[src/rtl/fsk_symbol_scheduler_if.sv]
// fsk_symbol_scheduler_if: frame input, PLL lock/reset handshake and TX status bundle
interface fsk_symbol_scheduler_if;
  logic [15:0] frame_data;
  logic        frame_valid;
  logic        pll0_locked;
  logic        pll1_locked;
  logic        pll0_reset;
  logic        pll1_reset;
  logic        freq_select;
  logic        wave_enable;
  logic        busy;
  logic        frame_done;
  logic        fault;
  modport master (
    output frame_data, frame_valid, pll0_locked, pll1_locked,
    input  pll0_reset, pll1_reset, freq_select, wave_enable, busy, frame_done, fault
  );
  modport slave (
    input  frame_data, frame_valid, pll0_locked, pll1_locked,
    output pll0_reset, pll1_reset, freq_select, wave_enable, busy, frame_done, fault
  );
endinterface

[src/rtl/fsk_symbol_scheduler.sv]
// fsk_symbol_scheduler: arms two PLLs, then keys 16-bit UART words LSB first as FSK symbols; FSK_PREAMBLE_EN prepends 1010_1010
module fsk_symbol_scheduler #(
  parameter int SYMBOL_CYCLES = 12000,
  parameter int LOCK_TIMEOUT  = 4096
) (
  input logic                   clk,
  input logic                   reset_b,
  fsk_symbol_scheduler_if.slave bus
);
`ifdef FSK_PREAMBLE_EN
  localparam int PRE = 8;
`else
  localparam int PRE = 0;
`endif
  localparam logic [4:0]  LAST    = 5'(PRE + 15);
  localparam logic [15:0] SC_LAST = 16'(SYMBOL_CYCLES - 1);
  localparam logic [15:0] LT_LAST = 16'(LOCK_TIMEOUT - 1);
  typedef enum logic [1:0] {IDLE, ARM, TX, FAULT} state_t;
  state_t      state, nxt;
  logic        fv_q, pend_v, pend_v_n, fault_n, done_n, bit_n;
  logic [15:0] sh, sh_n, pend, pend_n, cnt, cnt_n;
  logic [4:0]  idx, idx_n;
  logic [3:0]  bi;
  logic        rise, zero_rise, word_rise, locks, sym_end;
  assign rise      = bus.frame_valid & ~fv_q;
  assign zero_rise = rise & (bus.frame_data == 16'd0);
  assign word_rise = rise & (bus.frame_data != 16'd0);
  assign locks     = bus.pll0_locked & bus.pll1_locked;
  assign sym_end   = cnt == SC_LAST;
  // next state, buffers, counters and the symbol bit the next cycle will carry
  always_comb begin
    nxt      = state;
    sh_n     = sh;
    pend_n   = pend;
    pend_v_n = pend_v;
    cnt_n    = (state == ARM || state == TX) ? cnt + 16'd1 : 16'd0;
    idx_n    = idx;
    fault_n  = bus.fault;
    done_n   = 1'b0;
    bi       = 4'd0;
    bit_n    = 1'b0;
    case (state)
      IDLE, FAULT: if (word_rise) begin
        nxt     = ARM;
        sh_n    = bus.frame_data;
        fault_n = 1'b0;
      end
      ARM: begin
        if (word_rise) begin
          pend_n   = bus.frame_data;
          pend_v_n = 1'b1;
        end
        if (zero_rise) nxt = IDLE;
        else if (locks) nxt = TX;
        else if (cnt == LT_LAST) begin
          nxt     = FAULT;
          fault_n = 1'b1;
        end
      end
      TX: begin
        if (word_rise) begin
          pend_n   = bus.frame_data;
          pend_v_n = 1'b1;
        end
        if (zero_rise) nxt = IDLE;
        else if (!locks) begin
          nxt     = FAULT;
          fault_n = 1'b1;
        end else if (sym_end) begin
          cnt_n = 16'd0;
          idx_n = idx + 5'd1;
          if (idx == LAST) begin
            idx_n = 5'd0;
            if (word_rise || pend_v) begin
              sh_n     = word_rise ? bus.frame_data : pend;
              pend_v_n = 1'b0;
            end else begin
              nxt    = IDLE;
              done_n = 1'b1;
            end
          end
        end
      end
      default: ;
    endcase
    if (nxt != state) begin
      cnt_n = 16'd0;
      idx_n = 5'd0;
    end
    if (nxt == IDLE || nxt == FAULT) pend_v_n = 1'b0;
`ifdef FSK_PREAMBLE_EN
    bi    = idx_n[3:0] - 4'd8;
    bit_n = (nxt == TX) && ((idx_n < 5'd8) ? ~idx_n[0] : sh_n[bi]);
`else
    bi    = idx_n[3:0];
    bit_n = (nxt == TX) && sh_n[bi];
`endif
  end
  // state, buffers and registered outputs; reset drops the antenna drive immediately
  always_ff @(posedge clk or negedge reset_b) begin
    if (!reset_b) begin
      state           <= IDLE;
      fv_q            <= 1'b0;
      sh              <= 16'd0;
      pend            <= 16'd0;
      pend_v          <= 1'b0;
      cnt             <= 16'd0;
      idx             <= 5'd0;
      bus.pll0_reset  <= 1'b1;
      bus.pll1_reset  <= 1'b1;
      bus.freq_select <= 1'b0;
      bus.wave_enable <= 1'b0;
      bus.busy        <= 1'b0;
      bus.frame_done  <= 1'b0;
      bus.fault       <= 1'b0;
    end else begin
      state           <= nxt;
      fv_q            <= bus.frame_valid;
      sh              <= sh_n;
      pend            <= pend_n;
      pend_v          <= pend_v_n;
      cnt             <= cnt_n;
      idx             <= idx_n;
      bus.pll0_reset  <= nxt == IDLE || nxt == FAULT;
      bus.pll1_reset  <= nxt == IDLE || nxt == FAULT;
      bus.freq_select <= bit_n;
      bus.wave_enable <= nxt == TX;
      bus.busy        <= nxt == ARM || nxt == TX;
      bus.frame_done  <= done_n;
      bus.fault       <= fault_n;
    end
  end
endmodule

[src/flat_wrapper.sv]
// flat-port wrapper written by rule: the top's interface ports become plain ports
module fsk_symbol_scheduler_flat 
#(
  parameter int SYMBOL_CYCLES = 12000,
  parameter int LOCK_TIMEOUT  = 4096
)
  (clk, reset_b, bus_frame_data, bus_frame_valid, bus_pll0_locked, bus_pll1_locked, bus_pll0_reset, bus_pll1_reset, bus_freq_select, bus_wave_enable, bus_busy, bus_frame_done, bus_fault);
  fsk_symbol_scheduler_if bus_i ();
  input logic clk;
  input logic reset_b;
  input wire logic [$bits(bus_i.frame_data)-1:0] bus_frame_data;
  input wire logic [$bits(bus_i.frame_valid)-1:0] bus_frame_valid;
  input wire logic [$bits(bus_i.pll0_locked)-1:0] bus_pll0_locked;
  input wire logic [$bits(bus_i.pll1_locked)-1:0] bus_pll1_locked;
  output wire logic [$bits(bus_i.pll0_reset)-1:0] bus_pll0_reset;
  output wire logic [$bits(bus_i.pll1_reset)-1:0] bus_pll1_reset;
  output wire logic [$bits(bus_i.freq_select)-1:0] bus_freq_select;
  output wire logic [$bits(bus_i.wave_enable)-1:0] bus_wave_enable;
  output wire logic [$bits(bus_i.busy)-1:0] bus_busy;
  output wire logic [$bits(bus_i.frame_done)-1:0] bus_frame_done;
  output wire logic [$bits(bus_i.fault)-1:0] bus_fault;
  assign bus_i.frame_data = bus_frame_data;
  assign bus_i.frame_valid = bus_frame_valid;
  assign bus_i.pll0_locked = bus_pll0_locked;
  assign bus_i.pll1_locked = bus_pll1_locked;
  assign bus_pll0_reset = bus_i.pll0_reset;
  assign bus_pll1_reset = bus_i.pll1_reset;
  assign bus_freq_select = bus_i.freq_select;
  assign bus_wave_enable = bus_i.wave_enable;
  assign bus_busy = bus_i.busy;
  assign bus_frame_done = bus_i.frame_done;
  assign bus_fault = bus_i.fault;
  fsk_symbol_scheduler #(.SYMBOL_CYCLES(SYMBOL_CYCLES), .LOCK_TIMEOUT(LOCK_TIMEOUT)) u_core (.clk(clk), .reset_b(reset_b), .bus(bus_i));
endmodule
[config.mk]
export PLATFORM = sky130hd
export DESIGN_NAME = fsk_symbol_scheduler_flat
export DESIGN_NICKNAME = d
export VERILOG_FILES = /design/src/rtl/fsk_symbol_scheduler_if.sv /design/src/rtl/fsk_symbol_scheduler.sv /design/src/flat_wrapper.sv
export SDC_FILE = /design/constraint.sdc
export NUM_CORES = 1
export LEC_CHECK = 0
export CAP_MARGIN = 10
export CORE_MARGIN = 8
export CORE_UTILIZATION = 32
export DETAILED_ROUTE_END_ITERATION = 8
export PLACE_DENSITY = 0.48
export SETUP_SLACK_MARGIN = 0.4
export SLEW_MARGIN = 10
export SYNTH_ARGS = -nofsm -noshare
export SYNTH_HDL_FRONTEND = slang
export SYNTH_SLANG_ARGS = --single-unit
[constraint.sdc]
create_clock -name clk -period 3.17 [get_ports clk]
set_input_delay 0.951 -clock clk [delete_from_list [all_inputs] [get_ports clk]]
set_output_delay 0.951 -clock clk [all_outputs]
set_load 0.03 [all_outputs]
# Yosys cells after proc, flatten, opt, wreduce, memory -nomap -nowiden

Index checks and enable logic that the tools add are counted.

Output and inout bits: 7
Word-level logic and storage cells: 109
Bits in registers: 63
Bits of input ports: 21

Reduce and logical (&&, ||, !) cells: 17
Mux-type cells: 53
Order comparisons: 1
Eq/ne operators: 17
Bitwise logic cells: 5
$add $sub $neg: 2

Operator list:

| kind                                                                         | number |
|---|---|
| 16-bit two-way mux                                                           | 13 |
| 16-bit one-hot mux with 2 select lines                                       | 1 |
| 5-bit two-way mux                                                            | 6 |
| 1-bit two-way mux                                                            | 20 |
| 2-bit two-way mux                                                            | 9 |
| 16-bit by 1-bit adder with 16-bit output, second input constant              | 1 |
| 16-bit by 12-bit == test with 1-bit output, second input constant            | 1 |
| 16-bit by 14-bit == test with 1-bit output, second input constant            | 1 |
| 16-bit zero test                                                             | 1 |
| 16-bit nonzero test                                                          | 1 |
| 2-bit != test, second input constant                                         | 6 |
| 2-bit == test, second input constant                                         | 4 |
| 2-bit one-hot mux with 3 select lines                                        | 1 |
| 6-bit AND reduction                                                          | 1 |
| 2-bit nonzero test                                                           | 3 |
| 5-bit by 1-bit adder with 5-bit output, second input constant                | 1 |
| 5-bit by 4-bit == test with 1-bit output, second input constant              | 1 |
| 4-bit by 5-bit less-than comparator with 1-bit output, second input constant | 1 |
| 1-bit bitwise AND                                                            | 4 |
| 1-bit binary-select mux with 4-bit select                                    | 1 |
| 2-bit by 1-bit == test with 1-bit output, second input constant              | 2 |
| 2-bit zero test                                                              | 2 |
| 1-bit logical OR                                                             | 4 |
| 4-bit AND reduction                                                          | 1 |
| 8 further kinds                                                              | 9 |

# Longest topological paths before layout

Depth after elaboration: 15
Depth in mapped cells: 12
Depth with buffers taken out: 12

# Worst setup path before layout

OpenSTA, ideal clock, no wires.

Path kind: in2reg
Start: input bus_frame_valid
End: register u_core.bus.freq_select
Library setup time: 0.135 ns
Slack: -0.248 ns
Arrival time: 3.283 ns
Required time: 3.035 ns
Buffers on the path: 1
Cell stages on the path: 9
Cell sequence: nand2b_1 > clkbuf_1 > nand2_1 > a2111oi_2 > mux2_2 > a222oi_1 > a2bb2oi_1 > a2111oi_2 > a311oi_1

Word-level cells in the longest chain between the ends: 14

RTL lines:

| item                                      | RTL line                      | RTL |
|---|---|---|
| start, declared                           | flat_wrapper.sv:12            | `input wire logic [$bits(bus_i.frame_valid)-1:0] bus_frame_valid;` |
| 1-bit bitwise AND (*)                     | fsk_symbol_scheduler.sv:25    | `assign rise = bus.frame_valid & ~fv_q;` |
| 1-bit bitwise AND                         | fsk_symbol_scheduler.sv:27    | `assign word_rise = rise & (bus.frame_data != 16'd0);` |
| 1-bit logical OR                          | fsk_symbol_scheduler.sv:74    | `if (word_rise \|\| pend_v) begin` |
| 2-bit two-way mux                         | fsk_symbol_scheduler.sv:74    |  |
| 2-bit two-way mux                         | fsk_symbol_scheduler.sv:72    | `if (idx == LAST) begin` |
| 2-bit two-way mux                         | fsk_symbol_scheduler.sv:69    | `end else if (sym_end) begin` |
| 2-bit two-way mux                         | fsk_symbol_scheduler.sv:66    | `else if (!locks) begin` |
| 2-bit two-way mux                         | fsk_symbol_scheduler.sv:65    | `if (zero_rise) nxt = IDLE;` |
| 2-bit one-hot mux with 3 select lines     | fsk_symbol_scheduler.sv:42    | `case (state)` |
| 2-bit != test                             | fsk_symbol_scheduler.sv:86    | `if (nxt != state) begin` |
| 5-bit two-way mux                         | fsk_symbol_scheduler.sv:86    |  |
| 1-bit binary-select mux with 4-bit select | fsk_symbol_scheduler.sv:96    | `bit_n = (nxt == TX) && sh_n[bi];` |
| 1-bit two-way mux (not written as such)   | fsk_symbol_scheduler.sv:96    |  |
| 1-bit logical AND (*)                     | fsk_symbol_scheduler.sv:96    |  |
| via u_core.bit_n                          | fsk_symbol_scheduler.sv:20    | `logic fv_q, pend_v, pend_v_n, fault_n, done_n, bit_n;` |
| end signal, assigned                      | fsk_symbol_scheduler.sv:126   | `bus.freq_select <= bit_n;` |
| end, declared                             | fsk_symbol_scheduler_if.sv:20 | `output pll0_reset, pll1_reset, freq_select, wave_enable, busy, frame_done, fault` |

Mark *: on every way through the listed nets, which the timed path passes. The rest lies on a longest branch. The select of a mux whose other input is x is not followed.
A chain may end at the register's enable or synchronous reset.

# Final worst setup path

Start: register u_core.cnt[15]
End: register u_core.bus.freq_select

Word-level cells in the longest chain between the ends: 10

RTL lines:

| item                                                                                                            | RTL line                                               | RTL |
|---|---|---|
| start, declared                                                                                                 | fsk_symbol_scheduler.sv:21                             | `logic [15:0] sh, sh_n, pend, pend_n, cnt, cnt_n;` |
| start signal, assigned                                                                                          | fsk_symbol_scheduler.sv:122                            | `cnt <= cnt_n;` |
| 16-bit by 14-bit == test with 1-bit output / 16-bit by 12-bit == test with 1-bit output (equally long branches) | fsk_symbol_scheduler.sv:29, fsk_symbol_scheduler.sv:55 |  |
| 2-bit two-way mux, on equally long branches                                                                     | fsk_symbol_scheduler.sv:69, fsk_symbol_scheduler.sv:55 |  |
| 2-bit two-way mux, on equally long branches                                                                     | fsk_symbol_scheduler.sv:66, fsk_symbol_scheduler.sv:54 |  |
| 2-bit two-way mux, on equally long branches                                                                     | fsk_symbol_scheduler.sv:65, fsk_symbol_scheduler.sv:53 |  |
| 2-bit one-hot mux with 3 select lines                                                                           | fsk_symbol_scheduler.sv:42                             |  |
| 2-bit != test                                                                                                   | fsk_symbol_scheduler.sv:86                             |  |
| 5-bit two-way mux                                                                                               | fsk_symbol_scheduler.sv:86                             |  |
| 1-bit binary-select mux with 4-bit select                                                                       | fsk_symbol_scheduler.sv:96                             |  |
| 1-bit two-way mux (not written as such)                                                                         | fsk_symbol_scheduler.sv:96                             |  |
| 1-bit logical AND (*)                                                                                           | fsk_symbol_scheduler.sv:96                             |  |
| via u_core.bit_n                                                                                                | fsk_symbol_scheduler.sv:20                             |  |

Marks and branches as above.

==> run metrics <==
Ports 28; Die Width 126 um; CP Capture Type flip-flop; Synth Flop Type dfrtp_1; # H-tree levels 3; cell taking the most area after synthesis dfrtp_1; flops & latches, synth 63; DR vias/cell 5.46; crit start category flip-flop; unrepaired setup endpoints after global routing yes; status finished clean; clock-pin slew on the worst setup and hold paths 0.06 ns; Buf+Inv Stages, Crit Path 1; Worst EP required 3.39 ns; worst path arrival time 3.31 ns; Mapped Cells 420; Tot GR Track Use 0.170; Setup WS pre-CTS -0.878 ns; final setup fails 0; Setup WS post-layout 0.0714 ns; static leakage 2.60 nW; final wirelength 13,100 um; first-pass GRT wire length 21,300 um; Yosys cell types 69; Post-synth EDFFs 0; Critical-path top delay cell or4b_1; Critical Path Max Stage Delay 0.52 ns; Fin Hold WS 0.506 ns; Final Slew Violations 0; Hold Crit Class reg -> reg; relative slew slack 0.541; PwrDens 719 nW/um^2; CTS Root Cell clkbuf_16; placed cells 673; core area 11,900 um^2; Clock Skew 0.00935 ns; pin count of the biggest net entering global routing 37; Crit Path Category reg -> reg; vias in the first global route 4,030; Ant. Diodes 0; FMAX 323 MHz; Max Cap Viol 0; Worst Tran Pin Value 0.689 ns; CTS tree yes; min Tclk post-route 3.10 ns; Final #Nets 584; ys async rst share 1.00; IO Port Bufs 27; final period utilization 0.977; Clock Path Buffers 2; Finished Layout Cells 710; num rows 40; setup TNS 0 ns; cell with the most instances after synthesis dfrtp_1; syn avg cell area 9.21 um^2; share of the synthesized area in the top cell type 0.401; dpl hpwl 9150 um; initial antenna violation count 0; Post-synth top cells 62 x dfrtp_1, 54 x nand2_1, 33 x nor2_1; global route overflow 0; per-cell routed wire length 18.4 um; post-route ant nets 0; DRT Pass-1 Iters 4; CTS sink cnt 63; DR iter-0 viols 254; fillers 1,098; cell chain of the critical path or4b_1, or4_4, a211oi_4, mux2_4, buf_8, a21o_1, a2bb2oi_4, a2111oi_4, a311oi_2; post-synthesis sequential area ratio 0.408; Starting Density 0.325; endpoints failing hold 0; synth warn 0; total CTS buffers 9; worst vdd ir 0.270 mV; post-route DRC violation count 0; Area contributors post-synth dfrtp_1 40%, mux2_2 6.1%, nand2_1 5.2%; crit-path max FO 8; Crit path max-delay family compound AO/OA/AOI/OAI gates; layout cells sized above 1 0.460; Die Span Y 126 um; post-synthesis instance area 3870 um^2; P&R area growth vs syn 58.2%; vias 3,876; worst-skew pair later-pin latency 0.35 ns; Mapped Nets 446; GPL Wtd Cong 0.890; die footprint 15,900 um^2
[power by group]
group          switching (W)  internal (W)
Combinational        0.00112       0.00101
Clock               0.000377      0.000706
Sequential          0.000150       0.00104
Total                0.00165       0.00275
[timing repair]
item | in CTS | in global routing
gates resized for setup | 112 | 79
pin swaps | 30 | 28
setup buffers | 17 | 2
gates cloned | 2 | 0
endpoints found under the setup margin | 61 | 30
hold buffers | 0 | 0
[state kept, by name (all words and copies together) (netlist names)]
signal,count
u_core.bus.freq_select,1
u_core.bus.pll0_reset,1
u_core.bus.fault,1
u_core.bus.wave_enable,1
u_core.cnt,16
u_core.pend,16
u_core.pend_v,1
u_core.sh,16
u_core.bus.frame_done,1
u_core.bus.busy,1
u_core.fv_q,1
u_core.idx,5
u_core.state,2
[cells in the final DEF (no fill, tap or decap), types with 7 or more instances in the layout]
cell / n
buf_4: 107
clkbuf_16: 9
buf_6: 11
o21ai_0: 12
inv_1: 13
nor2_1: 11
buf_2: 11
xor2_1: 11
nand3_1: 15
nor2_4: 19
dfrtp_1: 62
nand2_1: 52
a31oi_1: 7
clkdlybuf4s50_1: 7
mux2_2: 18
a21oi_1: 11
[area by class of cell]
class | count | area [um^2] | area share
multi-input cells | 320 | 2730 | 0.447
flip-flops and latches | 63 | 1580 | 0.258
repair buffers | 148 | 1240 | 0.203
clock buffers | 10 | 239 | 0.0391
well taps | 147 | 184 | 0.0301
clock inverters | 6 | 83.8 | 0.0137
inverters | 16 | 60.1 | 0.00981
[metal layers]
| layer | up-vias | part of all wire | global-route usage |
|---|---|---|---|
| met5 | - | 0 | 0 |
| met4 | 0 | 0.022 | 0.0771 |
| met3 | 23 | 0.037 | 0.0325 |
| met2 | 73 | 0.46 | 0.256 |
| met1 | 1917 | 0.48 | 0.230 |
| li1 | 1863 | - | - |
[path summary, 6_finish.rpt]
check	startpoint	end	slack, ns	cells past startpoint
hold / removal	u_core.bus.fault	u_core.bus.fault	0.51	2
max in group asynchronous	reset_b	u_core.pend[6]	1.87	2
setup reg to reg	u_core.cnt[15]	u_core.bus.freq_select	0.07	9
hold reg to reg	u_core.bus.fault	u_core.bus.fault	0.51	2
setup / recovery	u_core.cnt[15]	u_core.bus.freq_select	0.07	9
min in group asynchronous	reset_b	u_core.state[1]	0.65	1
[cell families (layout without fill, tap and decap cells)]
logic type / Yosys count / in the layout / synth area share
flops: 63 / 63 / 0.408
mux: 27 / 27 / 0.0779
simple gates: 163 / 163 / 0.215
compound gates: 110 / 111 / 0.212
buf+inv: 38 / 180 / 0.0398
xor+xnor: 14 / 14 / 0.0317
fa+ha+maj: 5 / 5 / 0.0162
[worst reg2reg max path: cells and delay by family, from the launching register on]
| family | cells | cell delay (ns) |
|---|---|---|
| AO/OA/AOI/OAI | 5 | 1.05 |
| AND/OR/NAND/NOR | 2 | 1.00 |
| multiplexers | 1 | 0.39 |
| flip-flops | 1 | 0.37 |
| buffers and inverters | 1 | 0.16 |
[metrics by stage]
stage          total power (W)   util  cell area (um^2)
3_3_place_gp           0.00281  0.432              5140
4_1_cts                0.00423  0.487              5800
3_5_place_dp           0.00283  0.432              5140
5_1_grt                0.00467  0.514              6120
6_report               0.00440  0.514              6120
2_1_floorplan          0.00212      -              4010
Note: power is estimated with default switching activity, not from simulation.
